### config.mk
export PLATFORM = sky130hd
export DESIGN_NAME = opacc_seq
export DESIGN_NICKNAME = d
export VERILOG_FILES = /design/src/rtl/opacc_seq.sv
export SDC_FILE = /design/constraint.sdc
export NUM_CORES = 1
export LEC_CHECK = 0
export ABC_AREA = 1
export CAP_MARGIN = 20
export CORE_MARGIN = 2
export CORE_UTILIZATION = 30
export CTS_CLUSTER_DIAMETER = 50
export CTS_CLUSTER_SIZE = 10
export DETAILED_ROUTE_END_ITERATION = 10
export DONT_BUFFER_PORTS = 1
export PLACE_DENSITY = 0.43
export REMOVE_ABC_BUFFERS = 1
export SYNTH_ARGS = -nofsm -noshare
export SYNTH_HDL_FRONTEND = slang
export SYNTH_SLANG_ARGS = --single-unit
export TNS_END_PERCENT = 5
### constraint.sdc
create_clock -name clk -period 1.3 [get_ports clk]
set_input_delay 0.065 -clock clk [delete_from_list [all_inputs] [get_ports clk]]
set_output_delay 0.065 -clock clk [all_outputs]
set_load 0.05 [all_outputs]
### src/rtl/opacc_seq.sv
// rtl/opacc_seq.sv - outer-product accumulator tile sequencer (load C, MAC over k steps, drain C)
//
// Purpose: steps an ML-row outer-product array through one tile command.
//   LOAD  : shift ML rows into the accumulators, either zeros or rows from the C input stream
//   MAC   : apply cmd_k A/B outer-product steps as the operand stream presents them
//   DRAIN : shift ML result rows out to the C output stream, zero-filling behind them
//   FLUSH : wait for the last result row to be taken, then pulse done
//
// Ports:
//   clk, rst_n                      clock, asynchronous active-low reset
//   start_valid/start_ready         tile command handshake
//   cmd_k, cmd_zero                 MAC step count, zero-initialise select
//   cmd_sgn_a, cmd_sgn_b            operand signedness
//   ab_valid/ab_ready               A/B operand stream handshake
//   c_in_valid/c_in_ready           C-row input stream handshake
//   c_out_valid/c_out_ready         C-row result stream handshake
//   en_ab, en_c, c_zero             array step enable, row-shift enable, zero-select for C input mux
//   issng_a, issng_b                signedness to the array
//   busy, done                      busy level, single-cycle completion pulse

module opacc_seq #(
  parameter int ML = 4,
  parameter int KW = 16
) (
  input  logic          clk,
  input  logic          rst_n,
  input  logic          start_valid,
  output logic          start_ready,
  input  logic [KW-1:0] cmd_k,
  input  logic          cmd_zero,
  input  logic          cmd_sgn_a,
  input  logic          cmd_sgn_b,
  input  logic          ab_valid,
  output logic          ab_ready,
  input  logic          c_in_valid,
  output logic          c_in_ready,
  output logic          c_out_valid,
  input  logic          c_out_ready,
  output logic          en_ab,
  output logic          en_c,
  output logic          c_zero,
  output logic          issng_a,
  output logic          issng_b,
  output logic          busy,
  output logic          done
);

  localparam int RW = $clog2(ML + 1);

  typedef enum logic [2:0] {
    IDLE  = 3'd0,
    LOAD  = 3'd1,
    MAC   = 3'd2,
    DRAIN = 3'd3,
    FLUSH = 3'd4
  } state_t;

  state_t        state;
  logic [KW-1:0] k_rem;     // MAC steps still to accept; counts down so max k never wraps
  logic [RW-1:0] row_cnt;   // rows shifted in the current LOAD or DRAIN pass
  logic          zero_lat;
  logic          sgn_a_lat;
  logic          sgn_b_lat;
  logic          out_vld;
  logic          done_q;
  logic          slot_free;
  logic          last_row;

  // The output register can take a new row when empty or being emptied this cycle.
  assign slot_free = !out_vld || c_out_ready;
  assign last_row  = (row_cnt == RW'(ML - 1));

  // Gated with rst_n so start_ready is low while reset is held and high as soon as it lifts.
  assign start_ready = rst_n && (state == IDLE);
  assign ab_ready    = (state == MAC);
  assign c_in_ready  = (state == LOAD) && !zero_lat;
  assign en_ab       = (state == MAC) && ab_valid;
  // LOAD and DRAIN are exclusive of MAC, so en_c and en_ab can never coincide.
  assign en_c        = ((state == LOAD) && (zero_lat || c_in_valid)) ||
                       ((state == DRAIN) && slot_free);
  assign c_zero      = ((state == LOAD) && zero_lat) || (state == DRAIN);
  assign busy        = (state != IDLE);
  assign issng_a     = sgn_a_lat;
  assign issng_b     = sgn_b_lat;
  assign c_out_valid = out_vld;
  assign done        = done_q;

  always_ff @(posedge clk or negedge rst_n) begin
    if (!rst_n) begin
      state     <= IDLE;
      k_rem     <= '0;
      row_cnt   <= '0;
      zero_lat  <= 1'b0;
      sgn_a_lat <= 1'b0;
      sgn_b_lat <= 1'b0;
      out_vld   <= 1'b0;
      done_q    <= 1'b0;
    end else begin
      done_q <= 1'b0;

      // The array output is registered: a row appears the cycle after its DRAIN shift.
      if ((state == DRAIN) && slot_free) begin
        out_vld <= 1'b1;
      end else if (c_out_ready) begin
        out_vld <= 1'b0;
      end

      case (state)
        IDLE: begin
          if (start_valid) begin
            k_rem     <= cmd_k;
            zero_lat  <= cmd_zero;
            sgn_a_lat <= cmd_sgn_a;
            sgn_b_lat <= cmd_sgn_b;
            row_cnt   <= '0;
            state     <= LOAD;
          end
        end
        LOAD: begin
          if (en_c) begin
            if (last_row) begin
              row_cnt <= '0;
              state   <= (k_rem != '0) ? MAC : DRAIN;
            end else begin
              row_cnt <= row_cnt + RW'(1);
            end
          end
        end
        MAC: begin
          if (ab_valid) begin
            k_rem <= k_rem - KW'(1);
            if (k_rem == KW'(1)) begin
              state <= DRAIN;
            end
          end
        end
        DRAIN: begin
          if (slot_free) begin
            if (last_row) begin
              row_cnt <= '0;
              state   <= FLUSH;
            end else begin
              row_cnt <= row_cnt + RW'(1);
            end
          end
        end
        FLUSH: begin
          if (slot_free) begin
            done_q <= 1'b1;
            state  <= IDLE;
          end
        end
        default: state <= IDLE;
      endcase
    end
  end

endmodule

==> flow_metrics.env, run 1 <==
export IMPL_cts_made_buffers=3
export IMPL_fin_ws_ns=-0.174
export IMPL_max_slew_margin_pct=70.7
export IMPL_die_height_um=82.9
export IMPL_worstMarginPinSlew_ns=0.439
export IMPL_grt_max_degree=28
export IMPL_crit_top_cell="buf_4"
export IMPL_power_leakage_nw=1.48
export IMPL_detail_route_antenna_nets=0
export IMPL_outcome="finished with violations"
export IMPL_max_clock_path_buffers=2
export IMPL_synth_most_common_cell="nand2_1"
export IMPL_async_flop_share_pct=100
export IMPL_period_share_pct=113
export IMPL_num_rows=28
export IMPL_drtIter0Drc=63
export IMPL_avgSynthCellArea_sq_um=6.72
export IMPL_finalPower_w=0.00758
export IMPL_period_minus_slack_ns=1.47
export IMPL_hp_class="in2reg"
export IMPL_syn_to_final_growth_pct=54.8
export IMPL_worstSetupEndpointType="output port"
export IMPL_setup_viol=28
export IMPL_numClockSinks=27
export IMPL_rsz0062_at_grt="true"
export IMPL_ys_warn_count=0
export IMPL_fin_skew_ns=0.00532
export IMPL_timing_hold_ws_ns=-0.0418
export IMPL_cts_root_buf="clkbuf_8"
export IMPL_slew_violations=0
export IMPL_track_usage_pct=16.0
export IMPL_ir_drop_uv=1320
export IMPL_cp_data_arrival_time_ns=1.41
export IMPL_critPathMaxStageDelay_ns=0.42
export IMPL_port_buffers=0
export IMPL_synth_edf_count=0
export IMPL_drc=0
export IMPL_fin_nets=396
export IMPL_start_util_pct=31.3
export IMPL_viasPerCell=4.57
export IMPL_clk_pin_slew_worst_paths_ns=0.10
export IMPL_antenna_cells=0
export IMPL_ys_seq_area_share_pct=36.2
export IMPL_drv_cap=0
export IMPL_grt_pass1_vias=1906
export IMPL_ys_ff_latch=27
export IMPL_crit_type="reg2out"
export IMPL_io_pins=36
export IMPL_cp_start_kind="flip-flop"
export IMPL_critPathMaxFanout=3
export IMPL_violations="negative hold slack, negative setup slack"
export IMPL_hold_violations=1
export IMPL_path_cells="nor2_4 -> buf_4 -> buf_4 -> nand2_2 -> nor2_2 -> buf_6"
export IMPL_cp_data_required_time_ns=1.24
export IMPL_yosysTopAreaCellShare_pct=36.2
export IMPL_synth_top_cells_by_area="dfrtp_1 (36%), nand2_1 (18%), nor2_1 (7.8%)"
export IMPL_dr_total_vias=2022
export IMPL_routedWlPerCell_um=12.2
export IMPL_wl_mm=5.37
export IMPL_core_sq_um=5960
export IMPL_overflow=0
export IMPL_ys_flop_type="dfrtp_1"
export IMPL_ys_types=27
export IMPL_dpl_cell_count=413
export IMPL_die_area_sq_um=6870
export IMPL_syn_area_sq_um=1870
export IMPL_grt_first_pass_wirelength_mm=9.12
export IMPL_fmax_ghz=0.679
export IMPL_fp_dieW_um=82.9
export IMPL_firstDrtPassIters=4
export IMPL_worst_skew_pair_late_latency_ns=0.28
export IMPL_syn_inst=278
export IMPL_cts_tree="built"
export IMPL_htreeDepth=1
export IMPL_antenna_found_initial=0
export IMPL_gp_congestion=0.784
export IMPL_place_ws_ns=-0.118
export IMPL_p_per_area_nw_per_um2=2620
export IMPL_layout_drive_gt1_share_pct=34.3
export IMPL_setup_tns_final_ns=-2.91
export IMPL_netlist_top_cells_count="nand2_1 (89), nor2_1 (39), inv_1 (35)"
export IMPL_synth_top_cell_by_area="dfrtp_1"
export IMPL_ctsHoldBuffers=15
export IMPL_layoutNonFillerInstCount=442
export IMPL_crit_slowest_cell="dfrtp_1"
export IMPL_hpwl_mm=3.85
[metrics by stage]
step | instance area [sq um] | utilization (%)
2_1_floorplan | 1800 | -
3_3_place_gp | 2420 | 40.6
3_5_place_dp | 2420 | 40.6
4_1_cts | 2780 | 46.6
5_1_grt | 2890 | 48.5
6_report | 2890 | 48.5
[worst max-delay path: cells and delay by family (launching register included)]
family                 cells  cell delay, ns
AND/OR/NAND/NOR            3            0.29
flip-flops                 1            0.42
buffers and inverters      3            0.41
[placed cells by master, fill, tap and decap left out, drive strengths merged, types with 3 or more instances in the layout]
master	instances
a21oi	5
buf	75
clkbuf	4
dfrtp	27
dlygate4sd3	14
ha	3
inv	38
mux2	3
nand2	91
nand3	28
nor2	43
o21ai	25
[path summary, 6_finish.rpt]
check	from	to	slack, ns	depth (start not counted)
worst max-delay path	state[0]	start_ready	-0.17	6
worst min-delay path	c_out_ready	done	-0.04	2
worst max register to register	state[1]	k_rem[7]	-0.17	9
worst min register to register	row_cnt[1]	row_cnt[1]	0.51	2
max in group asynchronous	rst_n	k_rem[10]	0.92	2
min in group asynchronous	rst_n	row_cnt[0]	0.21	2
[cell families (layout without fill, tap and decap cells)]
| logic type | after synthesis | in the layout | share of synthesized area (%) |
|---|---|---|---|
| buffers and inverters | 43 | 132 | 11.2 |
| adders and majority gates | 3 | 3 | 2.01 |
| and+or+nand+nor | 168 | 168 | 38.2 |
| DFF | 27 | 27 | 36.2 |
| AOI/OAI and AO/OA | 34 | 34 | 10.6 |
| muxes | 3 | 3 | 1.81 |
[power by group]
part | switching, W | internal [W] | leakage, nW
Sequential | 0.000313 | 0.00123 | 0.331
Combinational | 0.00295 | 0.00258 | 1.13
Clock | 0.000293 | 0.000216 | 0.0255
[flip-flops by register name (all words and copies together) (netlist names)]
register     cells
c_out_valid      1
done             1
issng_a          1
issng_b          1
k_rem           16
row_cnt          3
state            3
zero_lat         1
[cell type report]
type                            instances  area (sq um)
Fill cell                             617          3070
Multi-Input combinational cell        208          1090
Timing Repair Buffer                   90           835
Sequential cell                        27           676
Inverter                               38           145
Tap cell                               75          93.8
Clock buffer                            3          41.3
Clock inverter                          1          5.00
[metal layers]
metal	part of all wire, %	GRT usage (%)	wire length [um]	vias to the layer above
li1	-	-	-	1050
met1	46	20.5	2450	943
met2	51	28.7	2750	25
met3	2.2	2.68	118	4
met4	0.95	2.24	51	0
met5	0	0	0	-
[what timing repair did]
item,4_1_cts,5_1_grt
pin swaps,7,5
endpoints found under the hold margin,42,1
endpoints found under the setup margin,29,32
gates cloned,0,1
buffers inserted,9,0
resized for setup,24,30
No activity file was read; power rests on OpenSTA's default activity.
==> run 2, diff against run 1 <==
RECOVER_POWER = 50   (was unset)
==> flow_metrics.env, run 2 (synthesized netlist as in run 1, its figures left out) <==
export IMPL_cp_data_arrival_time_ns=1.41
export IMPL_die_area_sq_um=6870
export IMPL_slew_violations=0
export IMPL_grt_use_met3_pct=2.68
export IMPL_r2r_start="state[1]"
export IMPL_dpl_cell_area_sq_um=2420
export IMPL_hold_end="done"
export IMPL_setup_viol=28
export IMPL_fmax_ghz=0.679
export IMPL_final_common_cell="nand2_1"
export IMPL_worst_r2r_setup_slack_ns=-0.17
export IMPL_finalPower_w=0.00757
export IMPL_max_clock_path_buffers=2
export IMPL_clk_pin_slew_worst_paths_ns=0.10
export IMPL_fp_dieW_um=82.9
export IMPL_max_slew_margin_pct=50.7
export IMPL_drtIter0Drc=63
export IMPL_cts_root_buf="clkbuf_8"
export IMPL_layout_drive_gt1_share_pct=34.3
export IMPL_n_fill_cell=619
export IMPL_p_sw_share_pct=46.9
export IMPL_gp_congestion=0.784
export IMPL_stdcell_area_sq_um=2870
export IMPL_antenna_cells=0
export IMPL_outcome="finished with violations"
export IMPL_r2r_end="k_rem[7]"
export IMPL_dr_total_vias=2023
export IMPL_num_rows=28
export IMPL_antenna_found_initial=0
export IMPL_p_per_area_nw_per_um2=2630
export IMPL_holdPathStages=2
export IMPL_pwr_share_clk_pct=6.7
export IMPL_worstMarginPinSlew_ns=0.740
export IMPL_start_util_pct=31.3
export IMPL_viasPerCell=4.58
export IMPL_hpwl_mm=3.85
export IMPL_hold_violations=1
export IMPL_io_pins=36
export IMPL_power_leakage_nw=1.48
export IMPL_syn_to_final_growth_pct=54.0
export IMPL_period_minus_slack_ns=1.47
export IMPL_firstDrtPassIters=4
export IMPL_largest_registers="k_rem: 16 flops, row_cnt: 3 flops, state: 3 flops"
export IMPL_met1_usage_pct=20.5
export IMPL_hp_class="in2reg"
export IMPL_worstSetupEndpointType="output port"
export IMPL_grt_max_degree=28
export IMPL_critPathMaxFanout=3
export IMPL_htreeDepth=1
export IMPL_seq_area_sq_um=676
export IMPL_worstHoldStart="c_out_ready"
export IMPL_drc=0
export IMPL_crit_type="reg2out"
export IMPL_die_height_um=82.9
export IMPL_pwr_share_seq_pct=20.4
export IMPL_fin_nets=396
export IMPL_largest_reg_flops=16
export IMPL_timing_hold_ws_ns=-0.0418
export IMPL_ir_drop_uv=1320
export IMPL_final_cell_mix="nand2_1 (83), buf_4 (58), inv_1 (31)"
export IMPL_grt_busiest_layer="met2"
export IMPL_setup_tns_final_ns=-2.91
export IMPL_fin_ws_ns=-0.174
export IMPL_port_buffers=0
export IMPL_overflow=0
export IMPL_switching_power_w=0.00355
export IMPL_grt_use_met2_pct=28.7
export IMPL_wl_mm=5.37
export IMPL_routedWlPerCell_um=12.1
export IMPL_cp_start_kind="flip-flop"
export IMPL_p_int_w=0.00402
export IMPL_grt_pass1_vias=1906
export IMPL_cts_tree="built"
export IMPL_numClockSinks=27
export IMPL_core_sq_um=5960
export IMPL_cp_data_required_time_ns=1.24
export IMPL_utilization_pct=48.3
export IMPL_multiInputGateArea_sq_um=1090
export IMPL_track_usage_pct=16.0
export IMPL_fin_skew_ns=0.00532
export IMPL_rsz0062_at_grt="true"
export IMPL_ctsHoldBuffers=15
export IMPL_period_share_pct=113
export IMPL_violations="negative hold slack, negative setup slack"
export IMPL_regMostFlops="k_rem"
export IMPL_p_comb_share_pct=72.9
export IMPL_worst_skew_pair_late_latency_ns=0.28
export IMPL_detail_route_antenna_nets=0
export IMPL_place_ws_ns=-0.118
export IMPL_grt_first_pass_wirelength_mm=9.12
export IMPL_reg2reg_depth=9
export IMPL_drv_cap=0
export IMPL_cts_made_buffers=3
run 2: cell types whose count changed in the layout (fill, tap and decap cells not counted):
cell      change
clkbuf_2      +1
buf_12        -1
run 2: worst max path at each step:
stage | startpoint | endpoint | slack (ns) | depth (start not counted)
2_1_floorplan | state[2] | k_rem[10] | -0.66 | 9
6_report | state[0] | start_ready | -0.17 | 6
3_5_place_dp | k_rem[0] | k_rem[10] | -0.12 | 9
5_1_grt | state[0] | k_rem[7] | -0.29 | 11
3_3_place_gp | row_cnt[1] | state[1] | -0.13 | 8
4_1_cts | state[0] | en_c | -0.19 | 6
run 2: repair_timing:
action,CTS,global route
hold endpoints to repair,42,1
setup endpoints to repair,29,32
pin swaps,7,5
buffers inserted,9,0
gates cloned,0,1
gates resized for setup,24,30
run 2: area by class of cell:
| class | instances | share of cell area (%) |
|---|---|---|
| sequential | 27 | 23.5 |
| clock buffer | 3 | 1.44 |
| multi-input combinational | 208 | 38.0 |
| timing repair buffer | 90 | 28.5 |
| inverter | 38 | 5.05 |
| clock inverter | 1 | 0.174 |
| tap | 75 | 3.27 |
run 2: power groups by stage:
stage	Sequential [W]	Combinational, W	Clock, W
after floorplan	0.00172	0.00238	0
after global placement	0.00155	0.00463	0
after detailed placement	0.00157	0.00463	0
after CTS	0.00155	0.00520	0.000532
after global routing	0.00160	0.00614	0.000557
final	0.00155	0.00552	0.000509
run 2: per-stage QoR:
stage / std cells / hold slack [ns]
2_1_floorplan: 273 / -0.231
3_3_place_gp: 413 / -0.230
3_5_place_dp: 413 / -0.230
4_1_cts: 441 / -0.0443
5_1_grt: 442 / -0.0237
6_report: 442 / -0.0418
run 2: routing by layer:
| layer | up-vias | part of all wire (%) |
|---|---|---|
| met1 | 943 | 46 |
| li1 | 1051 | - |
| met2 | 25 | 51 |
| met3 | 4 | 2.2 |
| met5 | - | 0 |
| met4 | 0 | 0.95 |
run 2: worst max-delay path, stage by stage, from the launching register on:
cell	delay, ns
dfrtp_1	0.42
nor2_4	0.13
buf_4	0.13
buf_4	0.12
nand2_2	0.06
nor2_2	0.10
buf_6	0.16
==> run 3, diff against run 2 <==
CELL_PAD_IN_SITES_DETAIL_PLACEMENT = 1   (was unset)
CELL_PAD_IN_SITES_GLOBAL_PLACEMENT = 1   (was unset)
PLACE_DENSITY = 0.57   (was 0.43)
==> flow_metrics.env, run 3 (synthesized netlist as in run 1, its figures left out) <==
export IMPL_numClockSinks=27
export IMPL_crit_slowest_cell="dfrtp_1"
export IMPL_io_pins=36
export IMPL_critPathMaxStageDelay_ns=0.43
export IMPL_antenna_found_initial=0
export IMPL_start_util_pct=31.3
export IMPL_finalPower_w=0.00721
export IMPL_htreeDepth=1
export IMPL_dpl_cell_count=403
export IMPL_layout_drive_gt1_share_pct=33.5
export IMPL_detail_route_antenna_nets=0
export IMPL_die_area_sq_um=6870
export IMPL_gp_congestion=0.803
export IMPL_timing_hold_ws_ns=-0.0543
export IMPL_die_height_um=82.9
export IMPL_core_sq_um=5960
export IMPL_drv_cap=0
export IMPL_fin_skew_ns=0.0120
export IMPL_largest_registers="k_rem: 16 flops, row_cnt: 3 flops, state: 3 flops"
export IMPL_overflow=0
export IMPL_drtIter0Drc=42
export IMPL_power_leakage_nw=1.38
export IMPL_worstMarginPinSlew_ns=0.791
export IMPL_cp_data_arrival_time_ns=1.51
export IMPL_cp_start_kind="flip-flop"
export IMPL_cp_data_required_time_ns=1.24
export IMPL_fmax_ghz=0.637
export IMPL_routedWlPerCell_um=14.5
export IMPL_cp_top_family="flip-flops"
export IMPL_violations="negative hold slack, negative setup slack"
export IMPL_cts_made_buffers=3
export IMPL_worstSetupEndpointType="output port"
export IMPL_ctsHoldBuffers=11
export IMPL_num_rows=28
export IMPL_firstDrtPassIters=4
export IMPL_clk_pin_slew_worst_paths_ns=0.11
export IMPL_final_cell_mix="nand2_1 (83), buf_4 (52), inv_1 (29)"
export IMPL_layoutNonFillerInstCount=424
export IMPL_worst_skew_pair_late_latency_ns=0.29
export IMPL_grt_busiest_layer="met2"
export IMPL_hp_class="in2reg"
export IMPL_path_cells="nor2_4 -> inv_2 -> nor2_4 -> nand2_4 -> buf_6 -> inv_4 -> buf_12"
export IMPL_port_buffers=0
export IMPL_grt_max_degree=28
export IMPL_utilization_pct=45.1
export IMPL_drc=0
export IMPL_fin_ws_ns=-0.271
export IMPL_max_slew_margin_pct=47.3
export IMPL_cp_buffers_inverters=4
export IMPL_grt_use_met3_pct=3.18
export IMPL_track_usage_pct=18.3
export IMPL_slew_violations=0
export IMPL_wl_mm=6.14
export IMPL_outcome="finished with violations"
export IMPL_p_per_area_nw_per_um2=2680
export IMPL_hpwl_mm=4.38
export IMPL_crit_top_cell="nor2_4"
export IMPL_dpl_cell_area_sq_um=2330
export IMPL_grt_use_met2_pct=34.5
export IMPL_crit_type="reg2out"
export IMPL_hold_violations=1
export IMPL_rsz0062_at_grt="true"
export IMPL_antenna_cells=0
export IMPL_grt_pass1_vias=2242
export IMPL_fp_dieW_um=82.9
export IMPL_stdcell_area_sq_um=2690
export IMPL_viasPerCell=4.79
export IMPL_final_common_cell="nand2_1"
export IMPL_ir_drop_uv=1340
export IMPL_period_share_pct=121
export IMPL_cts_root_buf="clkbuf_8"
export IMPL_setup_viol=32
export IMPL_dr_total_vias=2033
export IMPL_largest_reg_flops=16
export IMPL_syn_to_final_growth_pct=44.0
export IMPL_period_minus_slack_ns=1.57
export IMPL_met1_usage_pct=21.3
export IMPL_fin_nets=378
export IMPL_grt_first_pass_wirelength_mm=10.5
export IMPL_critPathMaxFanout=5
export IMPL_cts_tree="built"
export IMPL_max_clock_path_buffers=2
export IMPL_regMostFlops="k_rem"
-- run 3: worst paths after layout --
| kind | slack, ns | startpoint | cells after the start | endpoint |
|---|---|---|---|---|
| max reg2reg | -0.23 | state[2] | 7 | k_rem[3] |
| max | -0.27 | state[2] | 7 | en_ab |
| min | -0.05 | c_out_ready | 2 | done |
| min in group asynchronous | 0.38 | rst_n | 2 | c_out_valid |
| min reg2reg | 0.52 | issng_a | 1 | issng_a |
| max in group asynchronous | 0.37 | rst_n | 2 | state[0] |
-- run 3: stage by stage --
step | setup WS [ns] | setup TNS (ns)
6_report | -0.271 | -4.00
5_1_grt | -0.360 | -7.35
4_1_cts | -0.267 | -4.39
3_5_place_dp | -0.220 | -3.07
3_3_place_gp | -0.165 | -2.51
2_1_floorplan | -0.662 | -13.52
-- run 3: final cells by class --
cell class	count	area, sq um
multi-input combinational	208	1110
fill	793	3270
inverter	38	148
timing repair buffer	72	614
tap	75	93.8
sequential	27	678
clock inverter	1	5.00
clock buffer	3	41.3
-- run 3: timing repair --
action,4_1_cts,5_1_grt
resized for setup,25,27
endpoints found under the setup margin,32,32
pin swaps,3,6
endpoints found under the hold margin,37,1
gates cloned,0,0
setup buffers,4,2
-- run 3: per-layer routing --
metal  up-vias  part of all wire [%]
met3         6                   2.5
met1       980                    43
li1       1019                     -
met4         0                   1.2
met2        28                    53
met5         -                     0
-- run 3: worst register-to-register path, stage by stage, from the launching register on --
cell     delay [ns]
dfrtp_1        0.43
nor2_4         0.14
inv_2          0.06
nor2_4         0.18
buf_4          0.22
o21ai_0        0.14
a21oi_1        0.18
a21oi_1        0.06
-- run 3: report_power, final --
part,switching [W],internal (W)
registers,0.000390,0.00124
logic,0.00292,0.00214
clock network,0.000306,0.000216
